**src/rtl/dispatch_ctrl_pkg.sv**
```systemverilog
// Shared types, RISC-V opcode constants and the issue-class decoder for the dispatch controller.
package dispatch_ctrl_pkg;

    localparam int unsigned XLEN  = 32;
    localparam int unsigned OPC_W = 7;

    localparam logic [OPC_W-1:0] OPC_JALR   = 7'b1100111;
    localparam logic [OPC_W-1:0] OPC_BRANCH = 7'b1100011;
    localparam logic [OPC_W-1:0] OPC_OPIMM  = 7'b0010011;
    localparam logic [OPC_W-1:0] OPC_OP     = 7'b0110011;
    localparam logic [OPC_W-1:0] OPC_LOAD   = 7'b0000011;
    localparam logic [OPC_W-1:0] OPC_STORE  = 7'b0100011;

    // One queue entry: PC, instruction word and branch prediction (97 bits).
    typedef struct packed {
        logic [XLEN-1:0] addr;
        logic [XLEN-1:0] ins;
        logic            pred_jmp;
        logic [XLEN-1:0] pred_another;
    } ins_entry_t;

    typedef enum logic [1:0] {
        CLS_ROB = 2'd0,
        CLS_RS  = 2'd1,
        CLS_LSB = 2'd2
    } ins_class_e;

    typedef enum logic [1:0] {
        OCC_EMPTY   = 2'd0,
        OCC_PARTIAL = 2'd1,
        OCC_FULL    = 2'd2
    } occ_e;

    // Map an opcode to the downstream unit that must have room before issue.
    function automatic ins_class_e classify(input logic [OPC_W-1:0] opcode);
        ins_class_e cls;
        case (opcode)
            OPC_JALR, OPC_BRANCH, OPC_OPIMM, OPC_OP: cls = CLS_RS;
            OPC_LOAD, OPC_STORE:                     cls = CLS_LSB;
            default:                                 cls = CLS_ROB;
        endcase
        return cls;
    endfunction

endpackage

```
**src/rtl/dispatch_ctrl_ins_queue.sv**
```systemverilog
// Circular instruction queue: payload storage, head/tail pointers and occupancy.
module ins_queue
    import dispatch_ctrl_pkg::*;
#(
    parameter int unsigned QDEPTH = 2
) (
    input  logic       clk_in,
    input  logic       rst_in,
    input  logic       push,
    input  logic       pop,
    input  logic       clear,
    input  ins_entry_t wr_entry,
    output ins_entry_t head_entry,
    output occ_e       occ
);

    localparam int unsigned PTR_W = $clog2(QDEPTH);
    localparam int unsigned CNT_W = PTR_W + 1;

    ins_entry_t       mem_q [QDEPTH];
    logic [PTR_W-1:0] head_q, head_d;
    logic [PTR_W-1:0] tail_q, tail_d;
    logic [CNT_W-1:0] count_q, count_d;

    // Pointer and count update; a flush zeroes everything and overrides push/pop.
    always_comb begin
        head_d  = head_q;
        tail_d  = tail_q;
        count_d = count_q;
        if (clear) begin
            head_d  = '0;
            tail_d  = '0;
            count_d = '0;
        end else begin
            if (push) tail_d = tail_q + PTR_W'(1);
            if (pop)  head_d = head_q + PTR_W'(1);
            case ({push, pop})
                2'b10:   count_d = count_q + CNT_W'(1);
                2'b01:   count_d = count_q - CNT_W'(1);
                default: count_d = count_q;
            endcase
        end
    end

    // Occupancy classification used for flow control.
    always_comb begin
        occ = OCC_PARTIAL;
        if (count_q == '0)                     occ = OCC_EMPTY;
        else if (count_q == CNT_W'(QDEPTH))    occ = OCC_FULL;
    end

    // Pointer/count registers.
    always_ff @(posedge clk_in) begin
        if (rst_in) begin
            head_q  <= '0;
            tail_q  <= '0;
            count_q <= '0;
        end else begin
            head_q  <= head_d;
            tail_q  <= tail_d;
            count_q <= count_d;
        end
    end

    // Payload storage, deliberately not reset.
    always_ff @(posedge clk_in) begin
        if (push && !clear) mem_q[tail_q] <= wr_entry;
    end

    assign head_entry = mem_q[head_q];

endmodule

```
**src/rtl/dispatch_ctrl.sv**
```systemverilog
// Fetch-to-decode dispatch: queues fetched instructions and issues the head when downstream has room.
module dispatch_ctrl
    import dispatch_ctrl_pkg::*;
#(
    parameter int unsigned QDEPTH = 2
) (
    input  logic        clk_in,
    input  logic        rst_in,
    input  logic        rdy_in,
    input  logic        if_valid,
    input  logic [31:0] if_addr,
    input  logic [31:0] if_ins,
    input  logic        if_pred_jmp,
    input  logic [31:0] if_pred_another,
    output logic        if_ready,
    input  logic        rs_full,
    input  logic        lsb_full,
    input  logic        rob_full,
    input  logic        rob_clear,
    output logic        dec_valid,
    output logic [31:0] dec_addr,
    output logic [31:0] dec_ins,
    output logic        dec_pred_jmp,
    output logic [31:0] dec_pred_another,
    output logic [31:0] stall_cnt,
    output logic [31:0] issue_cnt
);

    localparam int unsigned CNT_W = 32;

    ins_entry_t       wr_entry;
    ins_entry_t       head;
    occ_e             occ;
    ins_class_e       head_cls;
    logic             active;
    logic             nonempty;
    logic             can_issue;
    logic             pop;
    logic             push;
    logic             clear;
    logic [CNT_W-1:0] stall_cnt_q, stall_cnt_d;
    logic [CNT_W-1:0] issue_cnt_q, issue_cnt_d;

    assign wr_entry = '{addr: if_addr, ins: if_ins, pred_jmp: if_pred_jmp,
                        pred_another: if_pred_another};

    ins_queue #(.QDEPTH(QDEPTH)) u_queue (
        .clk_in     (clk_in),
        .rst_in     (rst_in),
        .push       (push),
        .pop        (pop),
        .clear      (clear),
        .wr_entry   (wr_entry),
        .head_entry (head),
        .occ        (occ)
    );

    // Issue gating and fetch flow control; the head issues combinationally, no bypass from fetch.
    always_comb begin
        active    = rdy_in && !rob_clear && !rst_in;
        nonempty  = (occ != OCC_EMPTY);
        head_cls  = classify(head.ins[OPC_W-1:0]);
        can_issue = !rob_full
                 && !((head_cls == CLS_RS)  && rs_full)
                 && !((head_cls == CLS_LSB) && lsb_full);
        pop       = active && nonempty && can_issue;
        if_ready  = active && ((occ != OCC_FULL) || pop);
        push      = if_valid && if_ready;
        clear     = rdy_in && rob_clear && !rst_in;
    end

    // Stall and issue statistics; survive a flush, wrap naturally.
    always_comb begin
        stall_cnt_d = stall_cnt_q;
        issue_cnt_d = issue_cnt_q;
        if (active && nonempty && !can_issue) stall_cnt_d = stall_cnt_q + CNT_W'(1);
        if (pop)                              issue_cnt_d = issue_cnt_q + CNT_W'(1);
    end

    // Counter registers.
    always_ff @(posedge clk_in) begin
        if (rst_in) begin
            stall_cnt_q <= '0;
            issue_cnt_q <= '0;
        end else begin
            stall_cnt_q <= stall_cnt_d;
            issue_cnt_q <= issue_cnt_d;
        end
    end

    assign dec_valid        = pop;
    assign dec_addr         = head.addr;
    assign dec_ins          = head.ins;
    assign dec_pred_jmp     = head.pred_jmp;
    assign dec_pred_another = head.pred_another;
    assign stall_cnt        = stall_cnt_q;
    assign issue_cnt        = issue_cnt_q;

endmodule

```
**config.mk**
```make
export PLATFORM = sky130hd
export DESIGN_NAME = dispatch_ctrl
export DESIGN_NICKNAME = d
export VERILOG_FILES = /design/src/rtl/dispatch_ctrl_pkg.sv /design/src/rtl/dispatch_ctrl_ins_queue.sv /design/src/rtl/dispatch_ctrl.sv
export SDC_FILE = /design/constraint.sdc
export NUM_CORES = 1
export LEC_CHECK = 0
export ABC_CLOCK_PERIOD_IN_PS = 25300
export CAP_MARGIN = 15
export CORE_AREA = 10 10 227 175
export CTS_BUF_LIST = sky130_fd_sc_hd__clkbuf_4
export CTS_CLUSTER_SIZE = 12
export DETAILED_ROUTE_END_ITERATION = 12
export DIE_AREA = 0 0 237 185
export DONT_BUFFER_PORTS = 1
export PLACE_DENSITY = 0.5
export SETUP_SLACK_MARGIN = 0.02
export SLEW_MARGIN = 10
export SYNTH_ARGS = -nofsm -noshare
export SYNTH_HDL_FRONTEND = slang
export SYNTH_HIERARCHICAL = 1
export SYNTH_SLANG_ARGS = --single-unit
```
**constraint.sdc**
```tcl
create_clock -name clk_in -period 25.3 [get_ports clk_in]
set_input_delay 7.59 -clock clk_in [delete_from_list [all_inputs] [get_ports clk_in]]
set_output_delay 7.59 -clock clk_in [all_outputs]
set_load 0.05 [all_outputs]
```
==> results.json, run 1 <==
{
  "p_seq_frac": 0.545,
  "place_area_um2": 10980,
  "cp_data_arrival_time_ns": 9.86,
  "antenna_left": 0,
  "cts_setup_buffers": 0,
  "pre_cts_ws_ns": 7.870,
  "rsz0062_at_grt": "no",
  "core_area_um2": 35360,
  "syn2layout_area_growth_pct": 13.20,
  "period_minus_slack_ns": 17.45,
  "endpoint_kind": "output port",
  "min_path_type": "reg2reg",
  "grt_pass1_wl_um": 40320,
  "dieArea_um2": 43850,
  "viasPerCell": 4.947,
  "nFillCells": 3549,
  "antenna_found_initial": 3,
  "clockPowerShare": 0.433,
  "numCtsBuffers": 72,
  "gp_congestion": 0.7348,
  "drtIter0Drc": 366,
  "drive_gt1_frac": 0.2667,
  "synth-seq-cells": 263,
  "fin_total_pwr_uw": 857.1,
  "worstPathRequired_ns": 17.71,
  "fin_hold_ws_ns": 0.4951,
  "wire_per_inst_um": 21.18,
  "drt_pre_antenna_iters": 4,
  "clk_latency_ns": 0.75,
  "clock_tree.buffer_depth": 3,
  "synth_edf_count": 194,
  "slew_headroom": 0.3473,
  "startpoint_type": "input port",
  "postCtsHoldBufs": 0,
  "critical_path.cell_chain": "nor4bb_1 > a2111oi_4 > o21ai_1 > inv_1",
  "cp_slowest_stage_delay_ns": 0.83,
  "worst_slack_ns": 7.845,
  "yosys-top-cells-count": "194 x edfxtp_1, 97 x mux2_2, 69 x dfxtp_1, 46 x a21oi_1, 33 x nand2_1",
  "crit_slowest_cell": "o21ai_1",
  "maxCapViolCount": 0,
  "status": "completed",
  "die_w_um": 237,
  "grt_pass1_vias": 6211,
  "fin_worst_skew_ns": 0.04271,
  "clockRootBuffer": "clkbuf_4",
  "switching_share": 0.2291,
  "route.vias.total": 6392,
  "grt.overflow.total": 0,
  "clk_pin_slew_ns": 0.05,
  "syn_nets": 835,
  "place.detailed.hpwl_um": 18400,
  "leakagePower_nw": 3.599,
  "synthTopCellsByArea": "edfxtp_1 56%, dfxtp_1 13%, mux2_2 10%, a21oi_1 2.2%, o31ai_1 1.6%",
  "criticalPathCategory": "in2out",
  "netlist_instances": 727,
  "synth_area_um2": 10490,
  "grt_max_degree": 72,
  "boundaryPins": 268,
  "nets": 885,
  "portBuffers": 0,
  "ir_drop_mv": 0.03155,
  "seq_area_frac_synth": 0.6873,
  "dpl.cell_count": 1167,
  "core.rowCount": 60,
  "htreeDepth": 3,
  "synth.distinct_cells": 49,
  "fin_util": 0.3357,
  "cts_tree": "built",
  "intPower_uw": 660.7,
  "ys_async_sr_fraction": 0,
  "synth_top_area_share": 0.5555,
  "worstMarginPinSlew_ns": 0.9725,
  "fmax_ghz": 0.05729,
  "p_sw_uw": 196.4,
  "avgSynthCellArea_um2": 14.42,
  "yosysTopAreaCell": "edfxtp_1",
  "die_h_um": 185,
  "synth_warnings": 6,
  "drc_errors": 0,
  "synth_most_common_cell": "edfxtp_1",
  "combinationalPowerShare": 0.023,
  "worstPathMaxFanout": 16,
  "min_period_over_period": 0.6899,
  "cts_resized": 0,
  "final.setup.tns_ns": 0,
  "grtUsageTotal": 0.1208,
  "hold_viol_final": 0,
  "stdcell_count": 1292,
  "final_area_um2": 11870,
  "setup-violations-final": 0,
  "cellPowerDensity_nw_per_um2": 72.21,
  "wl_um": 27360,
  "slew_violations": 0,
  "synthFlopType": "edfxtp_1",
  "initial_core_util": 0.2966,
  "clkSinkCount": 263
}
[layer usage]
metal	wire (um)	share of wire	GRT usage	up-vias
li1	-	-	-	2980
met1	10880	0.40	0.1410	3115
met2	12530	0.46	0.1780	242
met3	3447	0.13	0.07729	53
met4	497	0.018	0.03839	2
met5	7	0.00026	0	-
[worst max-delay path, delay by kind of cell]
| family | cells | cell delay, ns |
|---|---|---|
| buf+inv | 1 | 0.61 |
| simple gates | 1 | 0.58 |
| compound gates | 2 | 1.07 |
[path summary, 6_finish.rpt]
check / from / cells after the start / end / slack (ns)
worst min-delay path: u_queue/count_q[1]$_SDFFE_PP0P_ / 2 / u_queue/count_q[1]$_SDFFE_PP0P_ / 0.50
worst max register to register: flop / 9 / u_queue/count_q[1]$_SDFFE_PP0P_ / 19.82
worst max-delay path: rs_full / 4 / dec_valid / 7.85
worst min register to register: u_queue/count_q[1]$_SDFFE_PP0P_ / 2 / u_queue/count_q[1]$_SDFFE_PP0P_ / 0.50
[power by group through the flow]
stage | logic, mW | clock network, mW | registers [mW]
4_1_cts | 0.0198 | 0.388 | 0.467
6_report | 0.0195 | 0.371 | 0.467
5_1_grt | 0.0204 | 0.414 | 0.467
2_1_floorplan | 0.0181 | 0 | 0.477
3_5_place_dp | 0.0198 | 0 | 0.476
3_3_place_gp | 0.0198 | 0 | 0.476
[cells by family after synthesis]
logic type / Yosys count / share of synthesized area
and+or+nand+nor: 192 / 0.1048
buffers and inverters: 44 / 0.02016
muxes: 102 / 0.1089
AOI/OAI and AO/OA: 107 / 0.06193
DFF: 263 / 0.6873
adders and majority gates: 3 / 0.003580
xor gates and xnor gates: 16 / 0.01336
[registers in the layout, indices dropped and copies added (netlist names), named ones only]
name,cells
stall_cnt,32
u_queue/count_q,2
issue_cnt,32
u_queue/mem_q,194
u_queue/head_q,1
u_queue/tail_q,1
[layout make-up]
type | instances | area, um^2 | area share
sequential | 263 | 7211 | 0.6075
multi-input combinational | 420 | 3090 | 0.2604
clock buffer | 98 | 735.7 | 0.06198
tap | 465 | 581.8 | 0.04901
clock inverter | 24 | 145.1 | 0.01223
timing repair buffer | 7 | 52.55 | 0.004427
inverter | 13 | 48.80 | 0.004111
antenna | 2 | 5.005 | 0.0004216
[layout by cell type, fill, tap and decap left out, drive strengths merged, types with 7 or more instances in the layout]
cell type and count:
a21oi 46, and3 8, buf 7, clkbuf 98
clkinv 19, dfxtp 69, edfxtp 194, inv 15
mux2 97, nand2 33, nand3 15, nand4 26
nor2 22, nor3 14, nor4 7, o21ai 24
o31ai 23, or3 23, or4 23, xnor2 12
No activity file was read; power rests on OpenSTA's default activity.
==> run 2, diff against run 1 <==
--- a/config.mk
+++ b/config.mk
@@ -5,7 +5,7 @@
 export SDC_FILE = /design/constraint.sdc
 export NUM_CORES = 1
 export LEC_CHECK = 0
-export ABC_CLOCK_PERIOD_IN_PS = 25300
+export ABC_CLOCK_PERIOD_IN_PS = 18200
 export CAP_MARGIN = 15
 export CORE_AREA = 10 10 227 175
 export CTS_BUF_LIST = sky130_fd_sc_hd__clkbuf_4
==> constraint.sdc (replaced) <==
create_clock -name clk_in -period 18.2 [get_ports clk_in]
set_input_delay 5.46 -clock clk_in [delete_from_list [all_inputs] [get_ports clk_in]]
set_output_delay 5.46 -clock clk_in [all_outputs]
set_load 0.05 [all_outputs]
==> results.json, run 2 (synthesis results as in run 1) <==
{
  "use_met2": 0.1757,
  "criticalPathCategory": "in2out",
  "clkSinkCount": 263,
  "rr_worst_depth": 10,
  "cts_tree": "built",
  "dieArea_um2": 43850,
  "ir_drop_mv": 0.04485,
  "grtUsageTotal": 0.1192,
  "die_w_um": 237,
  "core_area_um2": 35360,
  "cts_setup_buffers": 0,
  "grt_max_degree": 72,
  "cp_slowest_stage_delay_ns": 0.83,
  "endpoint_kind": "output port",
  "drt_pre_antenna_iters": 4,
  "wl_um": 26920,
  "wire_per_inst_um": 20.92,
  "postCtsHoldBufs": 0,
  "crit_slowest_cell": "a2111oi_4",
  "clk_latency_ns": 0.73,
  "cp.depth": 5,
  "period_minus_slack_ns": 12.78,
  "cellPowerDensity_nw_per_um2": 100.4,
  "clockRootBuffer": "clkbuf_4",
  "antenna_left": 0,
  "numCtsBuffers": 71,
  "min_period_over_period": 0.7022,
  "fin_util": 0.3358,
  "worstPathMaxFanout": 16,
  "worstPathRequired_ns": 12.74,
  "final_cell_mix": "194 x edfxtp_1, 97 x clkbuf_4, 97 x mux2_2, 68 x dfxtp_1, 46 x a21oi_1",
  "grtUsageMet1": 0.1395,
  "drc_errors": 0,
  "boundaryPins": 268,
  "gp_congestion": 0.7446,
  "cts_resized": 0,
  "min_path_type": "reg2reg",
  "critPathTopFamily": "compound AO/OA/AOI/OAI gates",
  "largest_reg_flops": 194,
  "fin_total_pwr_mw": 1.193,
  "hold_viol_final": 0,
  "rsz0062_at_grt": "no",
  "route.vias.total": 6351,
  "clock_tree.buffer_depth": 3,
  "antenna_found_initial": 2,
  "leakagePower_nw": 3.607,
  "drtIter0Drc": 364,
  "viasPerCell": 4.935,
  "top_usage_layer": "met2",
  "htreeDepth": 3,
  "syn2layout_area_growth_pct": 13.24,
  "grt_pass1_vias": 6083,
  "fin_worst_skew_ns": 0.04338,
  "worstMarginPinSlew_ns": 0.9044,
  "whs_path_depth": 2,
  "die_h_um": 185,
  "grt_pass1_wl_um": 39900,
  "startpoint_type": "input port",
  "final.setup.tns_ns": 0,
  "slew_violations": 0,
  "critical_path.cell_chain": "nor4bb_1 > a2111oi_4 > o21ai_1 > buf_4 > inv_1",
  "grt_util_met3": 0.07048,
  "place.detailed.hpwl_um": 18290,
  "fmax_ghz": 0.07824,
  "slew_headroom": 0.3970,
  "drive_gt1_frac": 0.2680,
  "core.rowCount": 60,
  "portBuffers": 0,
  "crit_buf_inv": 2,
  "initial_core_util": 0.2966,
  "top_register": "u_queue/mem_q",
  "nets": 885,
  "maxCapViolCount": 0,
  "grt.overflow.total": 0,
  "setup-violations-final": 0,
  "status": "completed",
  "mostFrequentLayoutCell": "edfxtp_1",
  "cp_data_arrival_time_ns": 7.32,
  "clk_pin_slew_ns": 0.06,
  "nFillCells": 3511
}
## run 2: worst paths after layout
check                             startpoint                              end  slack (ns)
max                                  rs_full                        dec_valid        5.42
min reg2reg  u_queue/count_q[1]$_SDFFE_PP0P_  u_queue/count_q[1]$_SDFFE_PP0P_        0.50
max reg2reg                             flop    u_queue/mem_q[0][9]$_DFFE_PP_       13.65
min          u_queue/count_q[1]$_SDFFE_PP0P_  u_queue/count_q[1]$_SDFFE_PP0P_        0.50
## run 2: power breakdown
group          internal [mW]  switching (mW)  total [mW]
logic                0.00502          0.0220      0.0270
registers              0.648         0.00122       0.649
clock network          0.276           0.241       0.517
total                  0.929           0.264        1.19
## run 2: tightest hold or removal path: stages, from the launching register on
cell      delay, ns
dfxtp_1        0.32
o21ai_0        0.07
a211oi_1       0.06
## run 2: routing by layer
metal	wire length, um	share of wire
met3	2936	0.11
met1	11160	0.41
met2	12350	0.46
met4	463	0.017
met5	11	0.00041
## run 2: per-stage QoR
stage               instance area, um^2  std cells  hold WS (ns)  setup slack [ns]
finish                            11880       1287        0.4951             5.419
CTS                               11870       1286        0.4870             5.432
global route                      11880       1287        0.5103             5.243
detailed placement                10990       1169        0.4789             5.424
global placement                  10990       1169        0.4717             5.455
floorplan                         10490        727        0.4552             3.144
## run 2: area by class of cell
cell class	instances	area, um^2	area share
sequential	263	7211	0.6072
multi-input combinational	420	3090	0.2602
clock buffer	97	728.2	0.06132
tap	465	581.8	0.04899
clock inverter	20	152.6	0.01285
timing repair buffer	8	60.06	0.005057
inverter	13	48.80	0.004109
antenna	1	2.502	0.0002107
==> run 3, diff against run 2 <==
--- a/config.mk
+++ b/config.mk
@@ -5,7 +5,7 @@
 export SDC_FILE = /design/constraint.sdc
 export NUM_CORES = 1
 export LEC_CHECK = 0
-export ABC_CLOCK_PERIOD_IN_PS = 18200
+export ABC_CLOCK_PERIOD_IN_PS = 13300
 export CAP_MARGIN = 15
 export CORE_AREA = 10 10 227 175
 export CTS_BUF_LIST = sky130_fd_sc_hd__clkbuf_4
==> constraint.sdc (replaced) <==
create_clock -name clk_in -period 13.3 [get_ports clk_in]
set_input_delay 3.99 -clock clk_in [delete_from_list [all_inputs] [get_ports clk_in]]
set_output_delay 3.99 -clock clk_in [all_outputs]
set_load 0.05 [all_outputs]
==> results.json, run 3 (synthesis results as in run 1) <==
{
  "viasPerCell": 4.926,
  "syn2layout_area_growth_pct": 13.27,
  "nets": 883,
  "rsz0062_at_grt": "no",
  "die_w_um": 237,
  "boundaryPins": 268,
  "clkSinkCount": 263,
  "final.setup.tns_ns": 0,
  "worstMarginPinSlew_ns": 0.8867,
  "grt_pass1_wl_um": 39730,
  "drive_gt1_frac": 0.2706,
  "core_area_um2": 35360,
  "htreeDepth": 3,
  "grt_pass1_vias": 6164,
  "cts_resized": 0,
  "core.rowCount": 60,
  "slew_headroom": 0.4049,
  "drtIter0Drc": 411,
  "status": "completed",
  "ir_drop_mv": 0.05616,
  "wire_per_inst_um": 20.73,
  "period_minus_slack_ns": 10.18,
  "min_path_type": "reg2reg",
  "wl_um": 26810,
  "place.detailed.hpwl_um": 18310,
  "startpoint_type": "input port",
  "clock_tree.buffer_depth": 3,
  "clockRootBuffer": "clkbuf_4",
  "cp_data_arrival_time_ns": 6.19,
  "slew_violations": 0,
  "grtUsageMet1": 0.1400,
  "leakagePower_nw": 3.603,
  "dieArea_um2": 43850,
  "grt_max_degree": 72,
  "maxCapViolCount": 0,
  "use_met2": 0.1791,
  "cellPowerDensity_nw_per_um2": 136.6,
  "initial_core_util": 0.2966,
  "postCtsHoldBufs": 0,
  "criticalPathCategory": "in2out",
  "cp_slowest_stage_delay_ns": 0.76,
  "clk_pin_slew_ns": 0.07,
  "gp_congestion": 0.7354,
  "drt_pre_antenna_iters": 4,
  "worstPathRequired_ns": 9.31,
  "cts_tree": "built",
  "antenna_left": 0,
  "nFillCells": 3521,
  "fmax_ghz": 0.09819,
  "grtUsageTotal": 0.1193,
  "setup-violations-final": 0,
  "route.vias.total": 6369,
  "largest_reg_flops": 194,
  "portBuffers": 0,
  "endpoint_kind": "output port",
  "critical_path.cell_chain": "nor4bb_1 > a2111oi_4 > o21ai_1 > inv_1",
  "fin_total_pwr_mw": 1.623,
  "cts_setup_buffers": 0,
  "numCtsBuffers": 71,
  "mostFrequentLayoutCell": "edfxtp_1",
  "final_cell_mix": "194 x edfxtp_1, 102 x clkbuf_4, 97 x mux2_2, 68 x dfxtp_1, 46 x a21oi_1",
  "fin_worst_skew_ns": 0.04878,
  "drc_errors": 0,
  "min_period_over_period": 0.7658,
  "clk_latency_ns": 0.76,
  "die_h_um": 185,
  "antenna_found_initial": 3,
  "hold_viol_final": 0,
  "worstPathMaxFanout": 16,
  "crit_slowest_cell": "o21ai_1",
  "grt.overflow.total": 0,
  "grt_util_met3": 0.06337,
  "top_register": "u_queue/mem_q",
  "top_usage_layer": "met2"
}
==> run 3: changes by cell type in the layout (fill, tap and decap cells not counted) <==
cell,previous run,this run
a41oi_1,1,0
a41oi_2,0,1
buf_4,8,6
bufinv_16,2,0
clkbuf_4,97,102
clkinv_1,12,13
clkinv_2,1,0
diode_2,1,4
inv_6,3,4
inv_8,0,1
nor3b_2,1,0
nor3b_4,0,1
==> run 3: path summary, 6_finish.rpt <==
path / slack, ns / endpoint / from / cells past startpoint
worst max-delay path: 3.12 / dec_valid / rs_full / 4
worst min-delay path: 0.50 / u_queue/count_q[1]$_SDFFE_PP0P_ / u_queue/count_q[1]$_SDFFE_PP0P_ / 2
worst max register to register: 7.49 / u_queue/mem_q[1][36]$_DFFE_PP_ / flop / 10
worst min register to register: 0.50 / u_queue/count_q[1]$_SDFFE_PP0P_ / u_queue/count_q[1]$_SDFFE_PP0P_ / 2
==> run 3: worst max-delay path: cells and delay by family <==
family	cells	cell delay, ns
AO/OA/AOI/OAI	2	1.00
buffers and inverters	1	0.60
AND/OR/NAND/NOR	1	0.59
==> run 3: area by class of cell <==
cell class	count	area [um^2]	share of cell area
Sequential cell	263	7211	0.6071
Multi-Input combinational cell	420	3104	0.2614
Clock buffer	102	765.7	0.06447
Tap cell	465	581.8	0.04898
Clock inverter	20	111.4	0.009375
Inverter	13	48.80	0.004108
Timing Repair Buffer	6	45.04	0.003792
Antenna cell	4	10.01	0.0008427
==> run 3: per-layer routing <==
metal	vias up	wire length (um)	part of all wire
met1	3088	11100	0.41
met5	-	0	0
met2	238	12340	0.46
met4	0	556	0.021
met3	61	2814	0.10
li1	2982	-	-
==> run 3: stage by stage <==
| stage | cells | instance area [um^2] | hold slack, ns | util | worst slack [ns] |
|---|---|---|---|---|---|
| after floorplan | 727 | 10490 | 0.4552 | - | 0.1478 |
| after global placement | 1166 | 10980 | 0.4789 | 0.3106 | 3.168 |
| after detailed placement | 1166 | 10980 | 0.4896 | 0.3106 | 3.086 |
| after CTS | 1288 | 11860 | 0.5035 | 0.3354 | 3.090 |
| after global routing | 1293 | 11880 | 0.5697 | 0.3359 | 2.817 |
| final | 1293 | 11880 | 0.4957 | 0.3359 | 3.115 |
==> run 3: power breakdown <==
part | total [mW] | leakage (nW) | switching (mW) | internal [mW]
sequential | 0.888 | 2.31 | 0.00176 | 0.887
combinational | 0.0372 | 0.778 | 0.0304 | 0.00678
clock | 0.697 | 0.518 | 0.340 | 0.358
